[src/rtl/doraemon_select_core.sv]
// Door-slot selection engine: fills NUM_DOOR slots, then each new beat replaces the
// highest weighted-score slot (lowest index wins ties); drain empties slots best-first.
module doraemon_select_core #(
    parameter int NUM_DOOR = 5,
    parameter int DOOR_W   = 3,
    parameter int ID_W     = 5,
    parameter int SCORE_W  = 8,
    parameter int WEIGHT_W = 3
) (
    input  logic                   clk1,
    input  logic                   rst_n,
    input  logic                   in_valid,
    input  logic                   drain,
    input  logic [ID_W-1:0]        doraemon_id,
    input  logic [SCORE_W-1:0]     size,
    input  logic [SCORE_W-1:0]     iq_score,
    input  logic [SCORE_W-1:0]     eq_score,
    input  logic [WEIGHT_W-1:0]    size_weight,
    input  logic [WEIGHT_W-1:0]    iq_weight,
    input  logic [WEIGHT_W-1:0]    eq_weight,
    output logic                   ready,
    output logic                   out_valid,
    output logic [DOOR_W+ID_W-1:0] out,
    output logic [1:0]             fsm_state
);
    localparam int SCW   = SCORE_W + WEIGHT_W + 2;
    localparam int CNT_W = $clog2(NUM_DOOR + 1);

    typedef enum logic [1:0] {FILL = 2'd0, RUN = 2'd1, CALC = 2'd2, DRAIN = 2'd3} state_t;
    state_t state, state_next;

    logic [NUM_DOOR-1:0] slot_vld;
    logic [ID_W-1:0]     slot_id   [NUM_DOOR];
    logic [SCORE_W-1:0]  slot_size [NUM_DOOR];
    logic [SCORE_W-1:0]  slot_iq   [NUM_DOOR];
    logic [SCORE_W-1:0]  slot_eq   [NUM_DOOR];
    logic [CNT_W-1:0]    count;
    logic [WEIGHT_W-1:0] w_size, w_iq, w_eq;
    logic [ID_W-1:0]     hold_id;
    logic [SCORE_W-1:0]  hold_size, hold_iq, hold_eq;

    logic                accept, drain_go;
    logic [SCW-1:0]      score [NUM_DOOR];
    logic [DOOR_W-1:0]   best_idx, free_idx;
    logic [SCW-1:0]      best_score;
    logic                best_found;

    // ready is registered, so a beat and a drain are both qualified on the same ready cycle
    assign accept    = ready & in_valid;
    assign drain_go  = ready & ~in_valid & drain & (count != '0);
    assign fsm_state = state;

    always_comb begin
        for (int i = 0; i < NUM_DOOR; i++) begin
            score[i] = SCW'(slot_size[i]) * SCW'(w_size)
                     + SCW'(slot_iq[i])   * SCW'(w_iq)
                     + SCW'(slot_eq[i])   * SCW'(w_eq);
        end
    end

    // Strict greater-than keeps the lowest index on a tie
    always_comb begin
        best_idx   = '0;
        best_score = '0;
        best_found = 1'b0;
        for (int i = 0; i < NUM_DOOR; i++) begin
            if (slot_vld[i] && (!best_found || score[i] > best_score)) begin
                best_found = 1'b1;
                best_idx   = DOOR_W'(i);
                best_score = score[i];
            end
        end
    end

    always_comb begin
        free_idx = '0;
        for (int i = NUM_DOOR - 1; i >= 0; i--) begin
            if (!slot_vld[i]) free_idx = DOOR_W'(i);
        end
    end

    always_comb begin
        state_next = state;
        case (state)
            FILL: begin
                if (accept && count == CNT_W'(NUM_DOOR - 1)) state_next = RUN;
                else if (drain_go)                           state_next = DRAIN;
            end
            RUN: begin
                if (accept)        state_next = CALC;
                else if (drain_go) state_next = DRAIN;
            end
            CALC:  state_next = RUN;
            DRAIN: if (count == CNT_W'(1)) state_next = FILL;
            default: state_next = FILL;
        endcase
    end

    always_ff @(posedge clk1 or negedge rst_n) begin
        if (!rst_n) state <= FILL;
        else        state <= state_next;
    end

    always_ff @(posedge clk1 or negedge rst_n) begin
        if (!rst_n) begin
            ready     <= 1'b0;
            out_valid <= 1'b0;
            out       <= '0;
            count     <= '0;
            slot_vld  <= '0;
            w_size    <= '0;
            w_iq      <= '0;
            w_eq      <= '0;
            hold_id   <= '0;
            hold_size <= '0;
            hold_iq   <= '0;
            hold_eq   <= '0;
            for (int i = 0; i < NUM_DOOR; i++) begin
                slot_id[i]   <= '0;
                slot_size[i] <= '0;
                slot_iq[i]   <= '0;
                slot_eq[i]   <= '0;
            end
        end else begin
            out_valid <= 1'b0;
            out       <= '0;
            ready     <= (state_next == FILL) || (state_next == RUN);
            if (accept) begin
                w_size <= size_weight;
                w_iq   <= iq_weight;
                w_eq   <= eq_weight;
            end
            case (state)
                FILL: begin
                    if (accept) begin
                        slot_vld[free_idx]  <= 1'b1;
                        slot_id[free_idx]   <= doraemon_id;
                        slot_size[free_idx] <= size;
                        slot_iq[free_idx]   <= iq_score;
                        slot_eq[free_idx]   <= eq_score;
                        count               <= count + CNT_W'(1);
                    end
                end
                RUN: begin
                    if (accept) begin
                        hold_id   <= doraemon_id;
                        hold_size <= size;
                        hold_iq   <= iq_score;
                        hold_eq   <= eq_score;
                    end
                end
                CALC: begin
                    out_valid           <= 1'b1;
                    out                 <= {best_idx, slot_id[best_idx]};
                    slot_id[best_idx]   <= hold_id;
                    slot_size[best_idx] <= hold_size;
                    slot_iq[best_idx]   <= hold_iq;
                    slot_eq[best_idx]   <= hold_eq;
                end
                DRAIN: begin
                    out_valid          <= 1'b1;
                    out                <= {best_idx, slot_id[best_idx]};
                    slot_vld[best_idx] <= 1'b0;
                    count              <= count - CNT_W'(1);
                end
                default: ;
            endcase
        end
    end
endmodule

[config.mk]
export PLATFORM = sky130hd
export DESIGN_NAME = doraemon_select_core
export DESIGN_NICKNAME = d
export VERILOG_FILES = /design/src/rtl/doraemon_select_core.sv
export SDC_FILE = /design/constraint.sdc
export NUM_CORES = 1
export LEC_CHECK = 0
export CORE_MARGIN = 4
export CORE_UTILIZATION = 70
export CTS_BUF_LIST = sky130_fd_sc_hd__clkbuf_16
export CTS_CLUSTER_SIZE = 30
export DETAILED_ROUTE_END_ITERATION = 12
export PLACE_DENSITY = 0.89
export SYNTH_ARGS = -nofsm -noshare
export SYNTH_HDL_FRONTEND = slang
export SYNTH_SLANG_ARGS = --single-unit
[constraint.sdc]
create_clock -name clk1 -period 27.2 [get_ports clk1]
set_input_delay 6.8 -clock clk1 [delete_from_list [all_inputs] [get_ports clk1]]
set_output_delay 6.8 -clock clk1 [all_outputs]
set_load 0.005 [all_outputs]
==> After elaboration in Yosys (flattened, before gate mapping) <==
Cells that the tools add are included.
{ "totals": {"regBits": 203, "out_inout_bits": 12, "wordCells": 175} }
{ "classes": {"n_addsub": 12, "mul": 15, "magnitude_cmp": 12, "eq_ne": 7, "mux": 59, "bitwise_logic": 10, "n_reduce_logical": 27} }
{ "op_table": {"columns": ["op", "count"], "rows": [
  ["40-bit bitwise mux", 6],
  ["40-bit one-hot mux with 2 select lines", 3],
  ["8-bit by 3-bit multiplier with 11-bit output", 15],
  ["40-bit two-way mux", 3],
  ["12-bit by 11-bit adder with 13-bit output", 5],
  ["11-bit by 11-bit adder with 12-bit output", 5],
  ["13-bit > comparator", 4],
  ["13-bit two-way mux", 4],
  ["25-bit bitwise mux", 2],
  ["25-bit one-hot mux with 2 select lines", 1],
  ["8-bit demux with 3-bit select", 2],
  ["5-bit demux with 3-bit select", 2],
  ["3-bit two-way mux", 9],
  ["25-bit two-way mux", 1],
  ["5-bit two-way mux", 5],
  ["8-bit two-way mux", 3],
  ["5-bit binary-select mux with 3-bit select", 1],
  ["5-bit one-hot mux with 2 select lines", 1],
  ["1-bit logical AND", 9],
  ["4-bit greater-or-equal comparator, second input constant", 2],
  ["3-bit by 4-bit less-than comparator with 1-bit output, second input constant", 2],
  ["4-bit by 1-bit less-than comparator with 1-bit output, second input constant", 2],
  ["1-bit two-way mux", 8],
  ["2-bit two-way mux", 4],
  ["24 further kinds", 43]
]} }

==> Logic depth before layout (Yosys ltp) <==
{ "logic_depth": {"depth_word": 27, "ltp_mapped": 57, "mapped_depth_nobuf": 47} }

==> Worst setup path before layout <==
OpenSTA, ideal clock, no wires.
{ "synth_path": {"path_type": "reg2reg", "startpoint": "reg w_size[0]", "endpoint": "reg slot_eq[24] (netlist bit)", "setup_ps": 127, "arrival_ps": 11554, "required_time_ps": 27073, "setup_slack_ps": 15518, "stages_incl_launch_ff": 52, "path_buffers": 9, "period_less_slack_ps": 11682, "cell_sequence": "dfrtp_1 > clkbuf_1 > nand2_1 > fa_1 > inv_1 > fa_1 > inv_1 > fa_1 > inv_1 > ha_1 > ha_1 > fa_1 > a21oi_1 > nor2b_1 > a31o_2 > o41ai_1 > o21ai_0 > ha_1 > (+16 left out) > ha_1 > and3_1 > nand4_1 > o41ai_2 > a31o_2 > buf_1 > mux2_2 > ha_1 > and3_1 > nand3_1 > o41ai_1 > a31oi_2 > buf_2 > nand3b_2 > o21ai_1 > buf_4 > buf_6 > mux2_1"} }
{ "synth_between": {"elab_chain_cells": 27, "elab_cells_between_ends": 49, "classes_between": "add/sub: 10; mul: 5; order compare: 6; mux: 15; bitwise: 1; reduce/logical: 12"} }
{ "synth_rtl": {"columns": ["item", "line", "rtl"], "rows": [
  ["from (decl)", "38", "logic [WEIGHT_W-1:0] w_size, w_iq, w_eq;"],
  ["from (signal assigned)", "129", "w_size <= size_weight;"],
  ["8-bit by 3-bit multiplier with 11-bit output", "55", "score[i] = SCW'(slot_size[i]) * SCW'(w_size)"],
  ["11-bit by 11-bit adder with 12-bit output", "56", "+ SCW'(slot_iq[i]) * SCW'(w_iq)"],
  ["12-bit by 11-bit adder with 13-bit output", "57", "+ SCW'(slot_eq[i]) * SCW'(w_eq);"],
  ["13-bit two-way mux", "67", "if (slot_vld[i] && (!best_found || score[i] > best_score)) begin"],
  ["13-bit > comparator", "67", null],
  ["1-bit logical OR", "67", null],
  ["1-bit logical AND", "67", null],
  ["13-bit two-way mux or 1-bit two-way mux (tied branches)", "67", null],
  ["(+11 left out)", null, null],
  ["3-bit two-way mux *", "67", null],
  ["3-bit NOT with 4-bit output (implied by the code) *", "158", "slot_eq[best_idx] <= hold_eq;"],
  ["4-bit greater-or-equal comparator (implied by the code) or 4-bit by 1-bit less-than comparator with 1-bit output (tied branches)", "158", null],
  ["1-bit logical AND (implied by the code)", "158", null],
  ["8-bit two-way mux (implied by the code)", "158", null],
  ["8-bit demux with 3-bit select *", "158", null],
  ["40-bit bitwise mux *", "158", null],
  ["40-bit one-hot mux with 2 select lines *", "133", "case (state)"],
  ["to (signal, indexed assignment)", "140", "slot_eq[free_idx] <= eq_score;"],
  ["to (signal, indexed assignment)", "158", null],
  ["to (decl)", "36", "logic [SCORE_W-1:0] slot_eq [NUM_DOOR];"]
]} }
Mark *: on every way between the ends. The rest lies on a longest branch, timed or not.
A chain may end at the register's enable or synchronous reset.

==> Final worst setup path <==
{ "layout_path": {"startpoint": "reg w_size[1]", "endpoint": "reg slot_size[16] (netlist bit)"} }
{ "layout_between": {"elab_chain_cells": 27, "elab_cells_between_ends": 49, "classes_between": "add/sub: 10; mul: 5; order compare: 6; mux: 15; bitwise: 1; reduce/logical: 12"} }
{ "layout_rtl": {"columns": ["item", "line", "rtl"], "rows": [
  ["8-bit by 3-bit multiplier with 11-bit output", "55", null],
  ["11-bit by 11-bit adder with 12-bit output", "56", null],
  ["12-bit by 11-bit adder with 13-bit output", "57", null],
  ["13-bit two-way mux", "67", null],
  ["13-bit > comparator", "67", null],
  ["1-bit logical OR", "67", null],
  ["1-bit logical AND", "67", null],
  ["13-bit two-way mux or 1-bit two-way mux (tied branches)", "67", null],
  ["(+11 left out)", null, null],
  ["3-bit two-way mux *", "67", null],
  ["3-bit NOT with 4-bit output (implied by the code) *", "156", "slot_size[best_idx] <= hold_size;"],
  ["4-bit greater-or-equal comparator (implied by the code) or 4-bit by 1-bit less-than comparator with 1-bit output (tied branches)", "156", null],
  ["1-bit logical AND (implied by the code)", "156", null],
  ["8-bit two-way mux (implied by the code)", "156", null],
  ["8-bit demux with 3-bit select *", "156", null],
  ["40-bit bitwise mux *", "156", null],
  ["40-bit one-hot mux with 2 select lines *", "133", null],
  ["to (signal, indexed assignment)", "138", "slot_size[free_idx] <= size;"],
  ["to (signal, indexed assignment)", "156", null],
  ["to (decl)", "34", "logic [SCORE_W-1:0] slot_size [NUM_DOOR];"]
]} }
Marked as above.

==> flow_metrics.tcl <==
set metrics [dict create \
    status "completed" \
    worst_hold_path.num_cells 2 \
    path_common_cell "ha_1" \
    clk_pin_slew_ps 60 \
    vias 18400 \
    worstSkewPairLatency_ps 580 \
    dp_slack_ps 12720 \
    grt_start_max_net_pins 85 \
    path_class "register to register" \
    hpwl_mm 48.9 \
    fp-row-count 64 \
    syn-cell-area_um2 21700 \
    ys_seq_elements 203 \
    cts_buffer_depth 3 \
    ant_nets 0 \
    ys.flop_type "dfrtp_1" \
    synth_warnings 0 \
    utilization_pct 76.2 \
    critPathRequiredTime_ps 27660 \
    netlist.area_leader.share_pct 24.0 \
    antenna_found_initial 1 \
    fp.coreArea_um2 30600 \
    cts_resized 0 \
    crit_path_start_kind "register" \
    fin_nets 2800 \
    synthCells 2363 \
    synth_seq_area_share_pct 23.4 \
    placed_area_um2 22500 \
    grt_pass1_wl_mm 105 \
    grt_overflow 0 \
    fill_cells 1985 \
    drc 0 \
    setup_violations 0 \
    clock.fmax_mhz 67.4 \
    grt_pass1_vias 19200 \
    cts_tree "done" \
    rsz0062_at_grt "no" \
    synthesis.nets 2821 \
    period_share_pct 54.6 \
    hold_viol 0 \
    synthArstFlopShare_pct 100 \
    fin_area_um2 23300 \
    wl_per_cell_um 24.2 \
    h-tree-depth 1 \
    cap_violations 0 \
    setup_tns_ps 0 \
    syn_area_per_cell_um2 9.17 \
    clockRootBuffer "clkbuf_16" \
    dieArea_um2 33800 \
    synthTopCellsByArea "fa_1 24%, dfrtp_1 23%, ha_1 9.0%" \
    hold_path_class "register to register" \
    cp_max_fo 48 \
    cpPeakStageDelay_ps 900 \
    cts_sinks 203 \
    final_cell_mix "406 x nand2_1, 299 x inv_1, 260 x fa_1, 220 x and2_1, 203 x dfrtp_1" \
    track_usage_pct 39.9 \
    drtPass1Iterations 10 \
    mostFrequentLayoutCell "nand2_1" \
    area_growth_syn_to_layout_pct 7.61 \
    ff2ff_path_depth 45 \
    fin_skew_ps 45.6 \
    n_antenna_cell 0 \
    critPathSlowestCell "a31oi_2" \
    drt_iter0_drc 2567 \
    cts_inserted_buffers 24 \
    start_util_pct 70.8 \
    tightest_slew_ps 1230 \
    drive_above_1_share_pct 7.12 \
    vias_per_cell 6.67 \
    yosysTopAreaCell "fa_1" \
    ios 54 \
    cp.arrival_ps 15300 \
    postLayoutSetupSlackWorst_ps 12360 \
    report.final.slew_viol_count 0 \
    synth_edf_count 0 \
    place.gp.congestion 0.983 \
    die_x_um 184 \
    wl_mm 66.6 \
    cts_setup_buffers 0 \
    ys_types 63 \
    cts_hold_buf 0 \
    fin_crit_ps 14840 \
    numPortBuffers 53 \
    die_h_um 184 \
    end_kind "register" \
    relSlewSlack_pct 18.0 \
]
[registers in the layout (all words and copies together), names as in the netlist, 8 cells and up]
signal / flops
hold_eq: 8
hold_iq: 8
hold_size: 8
out: 8
slot_eq: 40
slot_id: 25
slot_iq: 40
slot_size: 40
[synthesized netlist by cell type, drive strengths merged, types with 27 or more instances]
| cell | n |
|---|---|
| o21ai | 101 |
| ha | 156 |
| inv | 297 |
| xnor2 | 27 |
| a21oi | 75 |
| nor2 | 71 |
| and2 | 221 |
| a32oi | 84 |
| buf | 28 |
| o22ai | 34 |
| fa | 260 |
| clkbuf | 103 |
| nand2 | 406 |
| dfrtp | 203 |
| mux2 | 74 |
[worst paths after layout]
check	start	slack [ps]	end
worst min register to register	slot_id[24]	500	slot_id[24]
worst min-delay path	slot_id[24]	500	slot_id[24]
worst max-delay path	w_size[1]	12360	slot_size[16]
min in group asynchronous	rst_n	6250	out[1]
worst max register to register	w_size[1]	12360	slot_size[16]
max in group asynchronous	rst_n	19560	out[5]
[metal layers]
layer	global-route usage (%)	up-vias	routed length [um]
met5	0	-	11
met4	23.6	2	5150
met3	11.8	373	8690
met2	59.7	1342	29000
met1	52.0	8928	23700
li1	-	7739	-
[per-stage QoR]
step,instances,hold slack (ps)
2_1_floorplan,2363,446
3_3_place_gp,2712,463
3_5_place_dp,2712,477
4_1_cts,2755,494
5_1_grt,2755,518
6_report,2755,498
[logic make-up (layout without fill, tap and decap cells)]
group | count (synthesis) | after routing | share of synthesized area, %
xor gates and xnor gates | 38 | 38 | 1.54
adders and majority gates | 416 | 416 | 33.0
AOI/OAI and AO/OA | 420 | 420 | 13.1
DFF | 203 | 203 | 23.4
buffers and inverters | 428 | 424 | 7.70
muxes | 83 | 83 | 4.26
and+or+nand+nor | 775 | 775 | 16.9
[cell type report]
| cell class | instances | area [um2] | area share (%) |
|---|---|---|---|
| multi-input cells | 1732 | 15000 | 64.4 |
| flip-flops and latches | 203 | 5080 | 21.8 |
| inverters | 297 | 1110 | 4.78 |
| repair buffers | 84 | 767 | 3.29 |
| clock buffers | 24 | 601 | 2.58 |
| well taps | 396 | 495 | 2.13 |
| clock inverters | 19 | 248 | 1.06 |
[critical path: cells and delay by family, from the launching register on]
| family | cells | cell delay [ps] |
|---|---|---|
| AOI/OAI and AO/OA | 16 | 6030 |
| adders and majority gates | 10 | 3910 |
| and+or+nand+nor | 10 | 1990 |
| buffers and inverters | 7 | 1650 |
| muxes | 2 | 650 |
| DFF | 1 | 400 |
Power is left out: the tool's default activity adds up to more than one toggle a clock period on the data nets, which glitch-free logic cannot reach.
